$ cat src/rtl/ship_pkg.sv
// Shared ship-systems definitions: FSM state codes, mode codes
// and the reserve saturation ceiling used by the supply blocks.
package ship_pkg;

    // Binary FSM state codes for the resupply sequencer
    localparam logic [1:0] ST_IDLE   = 2'd0;
    localparam logic [1:0] ST_XFER   = 2'd1;
    localparam logic [1:0] ST_SETTLE = 2'd2;

    // One-hot ship mode codes
    localparam logic [3:0] MODE_DOCK   = 4'b0001;
    localparam logic [3:0] MODE_ATTACK = 4'b0010;

    // Default reserve saturation ceiling
    localparam int RESERVE_MAX_DEF = 1000;

    typedef enum logic [1:0] {
        IDLE   = ST_IDLE,
        XFER   = ST_XFER,
        SETTLE = ST_SETTLE
    } rs_state_t;

endpackage

$ cat src/rtl/sat_accum.sv
// Saturating reserve register: q <= clip(q - sub + add) each edge.
// Ports: clk, rst (sync, active-high), add/sub (AW), q (W), overflow.
module sat_accum #(
    parameter int W   = 10,
    parameter int AW  = 9,
    parameter int MAX = 1000
) (
    input  logic          clk,
    input  logic          rst,
    input  logic [AW-1:0] add,
    input  logic [AW-1:0] sub,
    output logic [W-1:0]  q,
    output logic          overflow
);

    localparam logic [W:0] MAX_W = (W+1)'(MAX);

    logic [W:0] tot;
    logic [W:0] sub_w;
    logic [W:0] diff;
    logic       sat;

    // One extra bit of headroom so add cannot wrap before the clip.
    // The underflow guard is defensive: the grant never exceeds q.
    always_comb begin
        tot   = {1'b0, q} + (W+1)'(add);
        sub_w = (W+1)'(sub);
        diff  = '0;
        if (tot >= sub_w) begin
            diff = tot - sub_w;
        end
        sat = (diff > MAX_W);
    end

    always_ff @(posedge clk) begin
        if (rst) begin
            q        <= '0;
            overflow <= 1'b0;
        end else begin
            q        <= sat ? MAX_W[W-1:0] : diff[W-1:0];
            overflow <= sat;
        end
    end

endmodule

$ cat src/rtl/ammo_resupply.sv
// Ammo resupply: accepts crates into a saturating reserve and meters
// rounds into the magazine with a load pulse at a programmable rate.
// Ports: clk, rst (sync, active-high), mode_selector, fire,
//   crate_valid/crate_rounds/crate_ready (crate handshake),
//   mag_count/mag_max (magazine state), load_rate,
//   load_en/load_amount (magazine add pulse), reserve, busy, overflow.
module ammo_resupply
    import ship_pkg::*;
#(
    parameter int         N           = 9,
    parameter int         R           = 10,
    parameter int         RESERVE_MAX = RESERVE_MAX_DEF,
    parameter logic [3:0] DOCK_MODE   = MODE_DOCK
) (
    input  logic         clk,
    input  logic         rst,
    input  logic [3:0]   mode_selector,
    input  logic         fire,
    input  logic         crate_valid,
    input  logic [N-1:0] crate_rounds,
    output logic         crate_ready,
    input  logic [N-1:0] mag_count,
    input  logic [N-1:0] mag_max,
    input  logic [N-1:0] load_rate,
    output logic         load_en,
    output logic [N-1:0] load_amount,
    output logic [R-1:0] reserve,
    output logic         busy,
    output logic         overflow
);

    rs_state_t state;

    logic [N-1:0] room;
    logic [N-1:0] rate_eff;
    logic [R-1:0] room_r;
    logic [R-1:0] rate_r;
    logic [R-1:0] min_r;
    logic [N-1:0] amount;
    logic [N-1:0] accepted;
    logic         go;

    // Crates are always welcome outside reset; the reserve clips.
    assign crate_ready = ~rst;
    assign accepted    = (crate_valid & crate_ready) ? crate_rounds : '0;

    // Grant = min(rate, reserve, room); mag_count above mag_max
    // simply reads as a full magazine.
    always_comb begin
        room     = (mag_count < mag_max) ? (mag_max - mag_count) : '0;
        rate_eff = (load_rate == '0) ? N'(1) : load_rate;
        room_r   = R'(room);
        rate_r   = R'(rate_eff);
        min_r    = rate_r;
        if (reserve < min_r) begin
            min_r = reserve;
        end
        if (room_r < min_r) begin
            min_r = room_r;
        end
        amount = min_r[N-1:0];
    end

    assign go = (mode_selector == DOCK_MODE) && !fire && (amount != '0);

    // Reserve drains by the pulse currently on load_amount, so the
    // subtraction lands on the same edge the magazine takes the add.
    sat_accum #(
        .W   (R),
        .AW  (N),
        .MAX (RESERVE_MAX)
    ) u_reserve (
        .clk      (clk),
        .rst      (rst),
        .add      (accepted),
        .sub      (load_amount),
        .q        (reserve),
        .overflow (overflow)
    );

    // Grant is re-evaluated in XFER and registered, so the pulse is
    // visible during SETTLE; the magazine has absorbed it before the
    // next IDLE evaluation of room.
    always_ff @(posedge clk) begin
        if (rst) begin
            state       <= IDLE;
            load_en     <= 1'b0;
            load_amount <= '0;
            busy        <= 1'b0;
        end else begin
            load_en     <= 1'b0;
            load_amount <= '0;
            unique case (state)
                IDLE: begin
                    if (go) begin
                        state <= XFER;
                        busy  <= 1'b1;
                    end else begin
                        busy  <= 1'b0;
                    end
                end
                XFER: begin
                    load_en     <= 1'b1;
                    load_amount <= amount;
                    state       <= SETTLE;
                    busy        <= 1'b1;
                end
                SETTLE: begin
                    state <= IDLE;
                    busy  <= 1'b0;
                end
                default: begin
                    state <= IDLE;
                    busy  <= 1'b0;
                end
            endcase
        end
    end

endmodule

$ cat config.mk
export PLATFORM = sky130hd
export DESIGN_NAME = ammo_resupply
export DESIGN_NICKNAME = d
export VERILOG_FILES = /design/src/rtl/ship_pkg.sv /design/src/rtl/sat_accum.sv /design/src/rtl/ammo_resupply.sv
export SDC_FILE = /design/constraint.sdc
export NUM_CORES = 1
export LEC_CHECK = 0
export BUFFER_PORTS_ARGS = -buffer_cell sky130_fd_sc_hd__buf_2
export CAP_MARGIN = 10
export CORE_MARGIN = 1
export CORE_UTILIZATION = 44
export CTS_CLUSTER_SIZE = 20
export DETAILED_ROUTE_END_ITERATION = 16
export MAX_ROUTING_LAYER = met4
export PLACE_DENSITY_LB_ADDON = 0.05
export SLEW_MARGIN = 20
export SYNTH_ARGS = -nofsm -noshare
export SYNTH_HDL_FRONTEND = slang
export SYNTH_SLANG_ARGS = --single-unit
$ cat constraint.sdc
create_clock -name clk -period 4.4 [get_ports clk]
set_input_delay 0.22 -clock clk [delete_from_list [all_inputs] [get_ports clk]]
set_output_delay 0.22 -clock clk [all_outputs]
set_load 0.01 [all_outputs]
### Word level (Yosys, flattened, before mapping)

Index checks and enable logic that the tools add are counted.

| operators by class | value |
|---|---|
| equality and inequality tests | 3 |
| $add $sub $neg | 3 |
| $lt $le $gt $ge | 5 |
| bitwise gates (word level) | 3 |
| multiplexer cells | 12 |
| reduce and logical (&&, ||, !) cells | 8 |

Operators by type and width:

| cell | count |
|---|---|
| $mux 9 | 4 |
| $mux 10 | 2 |
| $add 10x9->11 | 1 |
| $ge 11x9->1 | 1 |
| $gt 11x10->1 const B | 1 |
| $mux 11 | 1 |
| $sub 11x9->11 | 1 |
| $lt 10x9->1 | 1 |
| $lt 9x10->1 | 1 |
| $logic_not 9->1 | 1 |
| $lt 9x9->1 | 1 |
| $reduce_bool 9->1 | 1 |
| $sub 9x9->9 | 1 |
| $eq 4x1->1 const B | 1 |
| $pmux 2 s2 | 1 |
| $reduce_or 2->1 | 2 |
| $eq 2x1->1 const B | 1 |
| $logic_and 1x1->1 | 2 |
| $logic_not 2->1 | 1 |
| $mux 1 | 2 |
| $mux 2 | 1 |
| $ne 2x2->1 const B | 1 |
| $not 1->1 | 2 |
| $pmux 1 s2 | 1 |
| 2 further kinds | 2 |

| word-level totals | value |
|---|---|
| register bits | 24 |
| output and inout port bits | 23 |
| input port bits | 44 |

### Depth between registers and ports, before layout

Gate-level depths: netlist (run 1).

| logic depth | value |
|---|---|
| word-level depth | 10 |
| mapped depth | 19 |

### By module

Synthesis (run 1) repeated with hierarchy kept, for this count alone.

| second synthesis, totals | value |
|---|---|
| cell total of the unflattened synthesis | 390 |
| area, all modules | 3180.6 µm² |

Modules (own cells, without submodules):

| module | cells an instance | area an instance (µm²) | times used |
|---|---|---|---|
| ammo_resupply | 230 | 1784.2 | 1 |
| sat_accum | 160 | 1396.3 | 1 |

### Worst setup path after synthesis (run 1)

OpenSTA, ideal clock, no wires.

| timing | value |
|---|---|
| path kind | flip-flop to flip-flop |
| start | reg u_reserve.q[5] |
| end | reg busy |
| setup slack | 0.842 ns |
| arrival time | 3.418 ns |
| buffers on the path | 1 |
| required time | 4.260 ns |
| setup time | 0.140 ns |
| clock period less this slack | 3.558 ns |
| stages on the path, launching flop included | 16 |
| path through | dfxtp_1 -> ha_1 -> a21o_1 -> a211oi_2 -> and3_4 -> nand2_1 -> mux2i_1 -> ha_1 -> o21a_1 -> o21a_1 -> o21ai_0 -> o21ai_0 -> o31a_1 -> buf_4 -> o311ai_2 -> nand2_1 |

| on the way | value |
|---|---|
| longest elaborated chain between the ends | 8 |

Ends and longest elaborated chain:

| item | line | text |
|---|---|---|
| from (decl) | sat_accum.sv:12 | `output logic [W-1:0] q,` |
| from (signal assigned) | sat_accum.sv:40 | `q <= sat ? MAX_W[W-1:0] : diff[W-1:0];` |
| $lt 10x9->1 | ammo_resupply.sv:55 | `if (reserve < min_r) begin` |
| $mux 10 (*) | ammo_resupply.sv:55 |  |
| $lt 9x10->1 | ammo_resupply.sv:58 | `if (room_r < min_r) begin` |
| $mux 9 (*) | ammo_resupply.sv:58 |  |
| $reduce_bool 9->1 (*) | ammo_resupply.sv:64 | `assign go = (mode_selector == DOCK_MODE) && !fire && (amount != '0);` |
| $logic_and 1x1->1 (*) | ammo_resupply.sv:64 |  |
| $mux 1 (*) | ammo_resupply.sv:95 | `if (go) begin` |
| $pmux 1 s2 (*) | ammo_resupply.sv:93 | `unique case (state)` |
| to (signal assigned) | ammo_resupply.sv:97 | `busy <= 1'b1;` |
| to (signal assigned) | ammo_resupply.sv:99 | `busy <= 1'b0;` |
| to (signal assigned) | ammo_resupply.sv:106 | `busy <= 1'b1;` |
| to (decl) | ammo_resupply.sv:28 | `output logic busy,` |

Mark *: on every way between the ends. The rest lies on a longest branch, timed or not.
A chain may end at the register's enable or synchronous reset.

### Final worst setup path (run 1)

| timing | value |
|---|---|
| start | reg u_reserve.q[6] |
| end | reg load_amount[1] |

| on the way | value |
|---|---|
| longest elaborated chain between the ends | 4 |

Ends and longest elaborated chain:

| item | line | text |
|---|---|---|
| $lt 10x9->1 | ammo_resupply.sv:55 |  |
| $mux 10 (*) | ammo_resupply.sv:55 |  |
| $lt 9x10->1 | ammo_resupply.sv:58 |  |
| $mux 9 (*) | ammo_resupply.sv:58 |  |
| to (signal assigned) | ammo_resupply.sv:104 | `load_amount <= amount;` |
| to (decl) | ammo_resupply.sv:26 | `output logic [N-1:0] load_amount,` |

Marks and branches as above.

==> flow_metrics.env, run 1 <==
export IMPL_outcome="finished, final reports clean"
export IMPL_antenna_left=0
export IMPL_pre_cts_ws_ns=0.4253
export IMPL_grt_max_degree=19
export IMPL_rsz0062_at_grt="no"
export IMPL_r2r_setup_slack_ns=0.53
export IMPL_fp_dieW_microns=83.68
export IMPL_drc=0
export IMPL_fin_crit_ns=3.869
export IMPL_clock_sinks=24
export IMPL_holdWs_ns=0.2577
export IMPL_fin_ws_ns=0.5314
export IMPL_synth_top_area_cell="ha_1"
export IMPL_wl_met2_microns=3798
export IMPL_ys_ff_latch=24
export IMPL_clockPowerShare=0.109
export IMPL_fmax_ghz=0.2585
export IMPL_intPower_mw=0.9071
export IMPL_wl_per_cell_microns=15.00
export IMPL_wirelength_microns=7738
export IMPL_synthArstFlopShare=0
export IMPL_portBuffers=66
export IMPL_ys_seq_area_frac=0.1637
export IMPL_fp_coreArea_sq_um=6386
export IMPL_dpl_hpwl_microns=6770
export IMPL_grt_usage=0.2298
export IMPL_final_area_sq_um=3445
export IMPL_combPwrFrac=0.715
export IMPL_drtIter0Drc=72
export IMPL_crit_family="compound AO/OA/AOI/OAI gates"
export IMPL_cts_buffers=3
export IMPL_hold_path_class="in -> reg"
export IMPL_synth_main_ff_cell="dfxtp_1"
export IMPL_vias=2848
export IMPL_synth_top_area_share=0.1833
export IMPL_dieArea_sq_um=7002
export IMPL_cts_setup_buffers=0
export IMPL_power_share_switching=0.4778
export IMPL_post_route_period_util=0.8792
export IMPL_dr_wl_met3_microns=176
export IMPL_grt_pass1_wl_microns=12860
export IMPL_postCtsHoldBufs=0
export IMPL_grt_pass1_vias=2832
export IMPL_worst_pin_slew_ns=0.5758
export IMPL_antenna_found_initial=0
export IMPL_vdd_drop_max_v=0.0003714
export IMPL_fp_row_count=29
export IMPL_clk_pin_slew_ns=0.08
export IMPL_drv_slew=0
export IMPL_syn_area_per_cell_sq_um=7.976
export IMPL_placed_area_sq_um=3373
export IMPL_area_growth_pct=17.35
export IMPL_tns_ns=0
export IMPL_final_cell_mix="buf_2, ha_1, nor2_1"
export IMPL_gp_congestion=0.8701
export IMPL_worst_path_buf_inv=1
export IMPL_synth_edf_count=0
export IMPL_setup_violations=0
export IMPL_ios=67
export IMPL_cts_repair_resized=0
export IMPL_start_util=0.4596
export IMPL_synth_area_leaders="ha_1, dfxtp_1, a21oi_1"
export IMPL_power_mw=1.737
export IMPL_cts_root_buffer="clkbuf_8"
export IMPL_synth_nets=458
export IMPL_htreeDepth=1
export IMPL_cts_tree="yes"
export IMPL_worst_ep_required_time_ns=4.57
export IMPL_nets=530
export IMPL_start_kind="flop"
export IMPL_final_common_cell="buf_2"
export IMPL_crit_type="reg -> reg"
export IMPL_synthesis_area_sq_um=2935
export IMPL_n_antenna_cell=0
export IMPL_power_frac_seq=0.176
export IMPL_die_h_microns=83.68
export IMPL_clock_skew_ns=0.003525
export IMPL_dp_cells=512
export IMPL_p_sw_mw=0.8301
export IMPL_max_cap_violations=0
export IMPL_highest_layer="met4"
export IMPL_clockBufferDepth=2
export IMPL_utilization=0.5394
export IMPL_synth_warnings=0
export IMPL_crit_fanout=18
export IMPL_ys_types=58
export IMPL_grt_overflow_total=0
export IMPL_final_cells=516
export IMPL_critPathMaxStageDelay_ns=0.49
export IMPL_cp_arrival_ns=4.04
export IMPL_wl_met1_microns=3614
export IMPL_pwr_density_cell_nw_per_um2=504.3
export IMPL_hold_viol=0
export IMPL_clock_latency_ns=0.26
export IMPL_drt_first_pass_iters=4
export IMPL_slew_headroom=0.6126
export IMPL_syn_inst=368
export IMPL_vias_per_cell=5.519
export IMPL_path_cells="ha_1 -> and4b_4 -> a211oi_2 -> and3_4 -> nand2_1 -> mux2i_1 -> ha_1 -> o21a_1 -> o21a_1 -> o21ai_0 -> o21ai_0 -> o31a_1 -> buf_4 -> a211oi_2"
export IMPL_worst_setup_path_end_kind="flop"
export IMPL_drive_gt1_frac=0.2187
export IMPL_p_leak_nw=1.695
export IMPL_worst_path_max_delay_cell="dfxtp_1"
worst min-delay path, delay by kind of cell:
family | cells | cell delay [ns]
buf+inv | 1 | 0.07
compound gates | 1 | 0.09
simple gates | 2 | 0.09
state kept, by name (all words and copies together), names as in the netlist:
register,cells
busy,1
u_reserve.overflow,1
load_amount,9
state,2
u_reserve.q,10
load_en,1
worst paths after layout:
check,startpoint,end,depth (start not counted)
worst max-delay path,u_reserve.q[6],load_amount[1],14
worst min-delay path,fire,state[0],4
worst max register to register,u_reserve.q[6],load_amount[1],14
worst min register to register,state[0],state[0],1
cells in the mapped netlist, types with 3 or more instances:
master and instances:
ha_1 43, nor2b_1 8, nor3_1 5, nand2_1 16, a211oi_2 10, fa_1 3, xor2_1 6, a21o_1 9
a21oi_1 29, o31a_1 3, nand2b_1 4, nor4_1 8, xnor2_1 10, nand3_1 6, dfxtp_1 24, inv_1 37
a31oi_1 5, o211ai_1 5, nor2_1 38, o21ai_0 20, o21a_1 6, and2_1 12, a211oi_1 3, mux2i_1 10
a41oi_1 3
cell type report:
type	instances	area, sq um
tap	77	96.34
fill	643	2942
timing repair buffer	72	375.4
clock buffer	3	41.29
clock inverter	1	30.03
multi-input combinational	302	2282
sequential	24	480.5
inverter	37	138.9
layer usage:
| layer | track usage | up-vias |
|---|---|---|
| met2 | 0.4146 | 48 |
| li1 | - | 1490 |
| met4 | 0.04468 | 0 |
| met5 | - | - |
| met3 | 0.01682 | 12 |
| met1 | 0.2818 | 1298 |
power by group through the flow:
| stage | registers [mW] | clock network (mW) | logic [mW] |
|---|---|---|---|
| 3_5_place_dp | 0.311 | 0 | 1.23 |
| 4_1_cts | 0.307 | 0.191 | 1.24 |
| 3_3_place_gp | 0.311 | 0 | 1.23 |
| 6_report | 0.307 | 0.189 | 1.24 |
| 5_1_grt | 0.310 | 0.201 | 1.39 |
| 2_1_floorplan | 0.313 | 0 | 0.941 |
kinds of logic (layout without fill, tap and decap cells):
logic type | after synthesis | after routing | synth area share
mux | 11 | 11 | 0.03794
buf+inv | 42 | 113 | 0.05882
flops | 24 | 24 | 0.1637
xor+xnor | 16 | 16 | 0.04774
fa+ha+maj | 46 | 46 | 0.2038
compound gates | 111 | 111 | 0.2681
simple gates | 118 | 118 | 0.2199
Power figures use the tool's default switching activity.
==> run 2, diff against run 1 <==
--- a/config.mk
+++ b/config.mk
@@ -7,6 +7,7 @@
 export LEC_CHECK = 0
 export BUFFER_PORTS_ARGS = -buffer_cell sky130_fd_sc_hd__buf_2
 export CAP_MARGIN = 10
+export CORE_ASPECT_RATIO = 1.25
 export CORE_MARGIN = 1
 export CORE_UTILIZATION = 44
 export CTS_CLUSTER_SIZE = 20
==> flow_metrics.env, run 2 (same netlist as run 1, synthesis figures left out) <==
export IMPL_crit_fanout=12
export IMPL_pwr_density_cell_nw_per_um2=495.5
export IMPL_largest_reg_flops=10
export IMPL_timing_critical_path_to="load_amount[1]"
export IMPL_dpl_hpwl_microns=6836
export IMPL_post_route_period_util=0.8931
export IMPL_drc=0
export IMPL_cts_repair_resized=0
export IMPL_fp_coreArea_sq_um=6286
export IMPL_reg2reg_depth=13
export IMPL_tns_ns=0
export IMPL_worst_pin_slew_ns=0.5338
export IMPL_die_h_microns=93.32
export IMPL_postCtsHoldBufs=0
export IMPL_grt_overflow_total=0
export IMPL_antenna_left=0
export IMPL_wirelength_microns=7801
export IMPL_htreeDepth=1
export IMPL_clockBufferDepth=2
export IMPL_fp_dieW_microns=75.06
export IMPL_clk_pin_slew_ns=0.08
export IMPL_startpoint="u_reserve.q[1]"
export IMPL_slew_headroom=0.6417
export IMPL_cts_buffers=3
export IMPL_worst_ep_required_time_ns=4.57
export IMPL_vias_per_cell=5.616
export IMPL_clock_sinks=24
export IMPL_clock_latency_ns=0.26
export IMPL_cts_setup_buffers=0
export IMPL_n_antenna_cell=0
export IMPL_met3_usage=0.01832
export IMPL_cts_root_buffer="clkbuf_8"
export IMPL_hold_viol=0
export IMPL_portBuffers=66
export IMPL_p_leak_nw=1.688
export IMPL_outcome="finished, final reports clean"
export IMPL_final_cell_mix="buf_2, ha_1, nor2_1"
export IMPL_fin_crit_ns=3.930
export IMPL_grt_pass1_wl_microns=12830
export IMPL_clock_skew_ns=0.008576
export IMPL_r2r_start="u_reserve.q[1]"
export IMPL_worst_setup_path_end_kind="flop"
export IMPL_max_cap_violations=0
export IMPL_use_met2=0.4745
export IMPL_nets=530
export IMPL_cts_tree="yes"
export IMPL_vias=2943
export IMPL_area_growth_pct=17.14
export IMPL_largest_register="u_reserve.q"
export IMPL_drtIter0Drc=77
export IMPL_wl_per_cell_microns=14.89
export IMPL_grt_max_degree=14
export IMPL_drive_gt1_frac=0.2187
export IMPL_start_kind="flop"
export IMPL_ios=67
export IMPL_vdd_drop_max_v=0.0001952
export IMPL_drt_first_pass_iters=4
export IMPL_holdWs_ns=0.2585
export IMPL_grt_usage=0.2461
export IMPL_r2r_setup_slack_ns=0.47
export IMPL_hold_path_class="in -> reg"
export IMPL_rsz0062_at_grt="no"
export IMPL_use_met1=0.2420
export IMPL_fp_row_count=32
export IMPL_setup_violations=0
export IMPL_busiest_layer="met2"
export IMPL_grt_pass1_vias=2899
export IMPL_reg2reg_to="load_amount[1]"
export IMPL_cp_arrival_ns=4.09
export IMPL_antenna_found_initial=0
export IMPL_drv_slew=0
export IMPL_gp_congestion=0.8818
export IMPL_dieArea_sq_um=7004
export IMPL_top_regs="u_reserve.q (10), load_amount (9), state (2)"
export IMPL_final_common_cell="buf_2"
export IMPL_fmax_ghz=0.2545
export IMPL_crit_type="reg -> reg"
export IMPL_start_util=0.4670
==> run 2: cell types whose count changed in the layout (fill, tap and decap cells not counted), sizes merged <==
cell    delta
bufinv     -1
clkbuf     +1
==> run 2: critical path: stages, from the launching register on <==
cell	delay [ns]
dfxtp_1	0.51
ha_1	0.32
a21o_1	0.18
o21ai_0	0.28
nand2_1	0.34
mux2i_1	0.36
ha_1	0.32
o21a_1	0.19
o21a_1	0.15
o21ai_0	0.21
o21ai_0	0.13
o31a_1	0.36
buf_4	0.24
a211oi_2	0.25
==> run 2: power by group <==
part,total (mW),internal [mW],switching [mW]
clock network,0.142,0.0797,0.0626
registers,0.299,0.255,0.0439
logic,1.26,0.535,0.727
total,1.70,0.870,0.834
==> run 2: worst min path at each step <==
stage | start | to | slack, ns | cells after the start
finish | fire | state[0] | 0.26 | 4
global route | fire | state[0] | 0.26 | 4
global placement | state[0] | state[0] | 0.40 | 1
detailed placement | state[0] | state[0] | 0.41 | 1
CTS | fire | state[0] | 0.26 | 4
floorplan | state[0] | state[0] | 0.39 | 1
==> run 2: layer usage <==
| layer | wire (microns) | vias up |
|---|---|---|
| li1 | - | 1491 |
| met1 | 2920 | 1370 |
| met2 | 4391 | 64 |
| met4 | 306 | 0 |
| met5 | 0 | - |
| met3 | 183 | 18 |
==> run 2: area by class of cell <==
type,count,area [sq um]
fillers,633,2848
well taps,85,106.4
inverters,37,138.9
clock buffers,4,55.05
repair buffers,72,375.4
flip-flops and latches,24,480.5
multi-input cells,302,2282
==> run 2: per-stage QoR <==
stage	util	cell area [sq um]	instances	power [mW]	setup WS, ns
after floorplan	-	2935	368	1.254	0.8424
after global placement	0.5382	3383	520	1.553	0.4021
after detailed placement	0.5382	3383	520	1.559	0.3816
after CTS	0.5470	3438	524	1.709	0.4583
after global routing	0.5470	3438	524	1.868	0.2150
final	0.5470	3438	524	1.704	0.4705
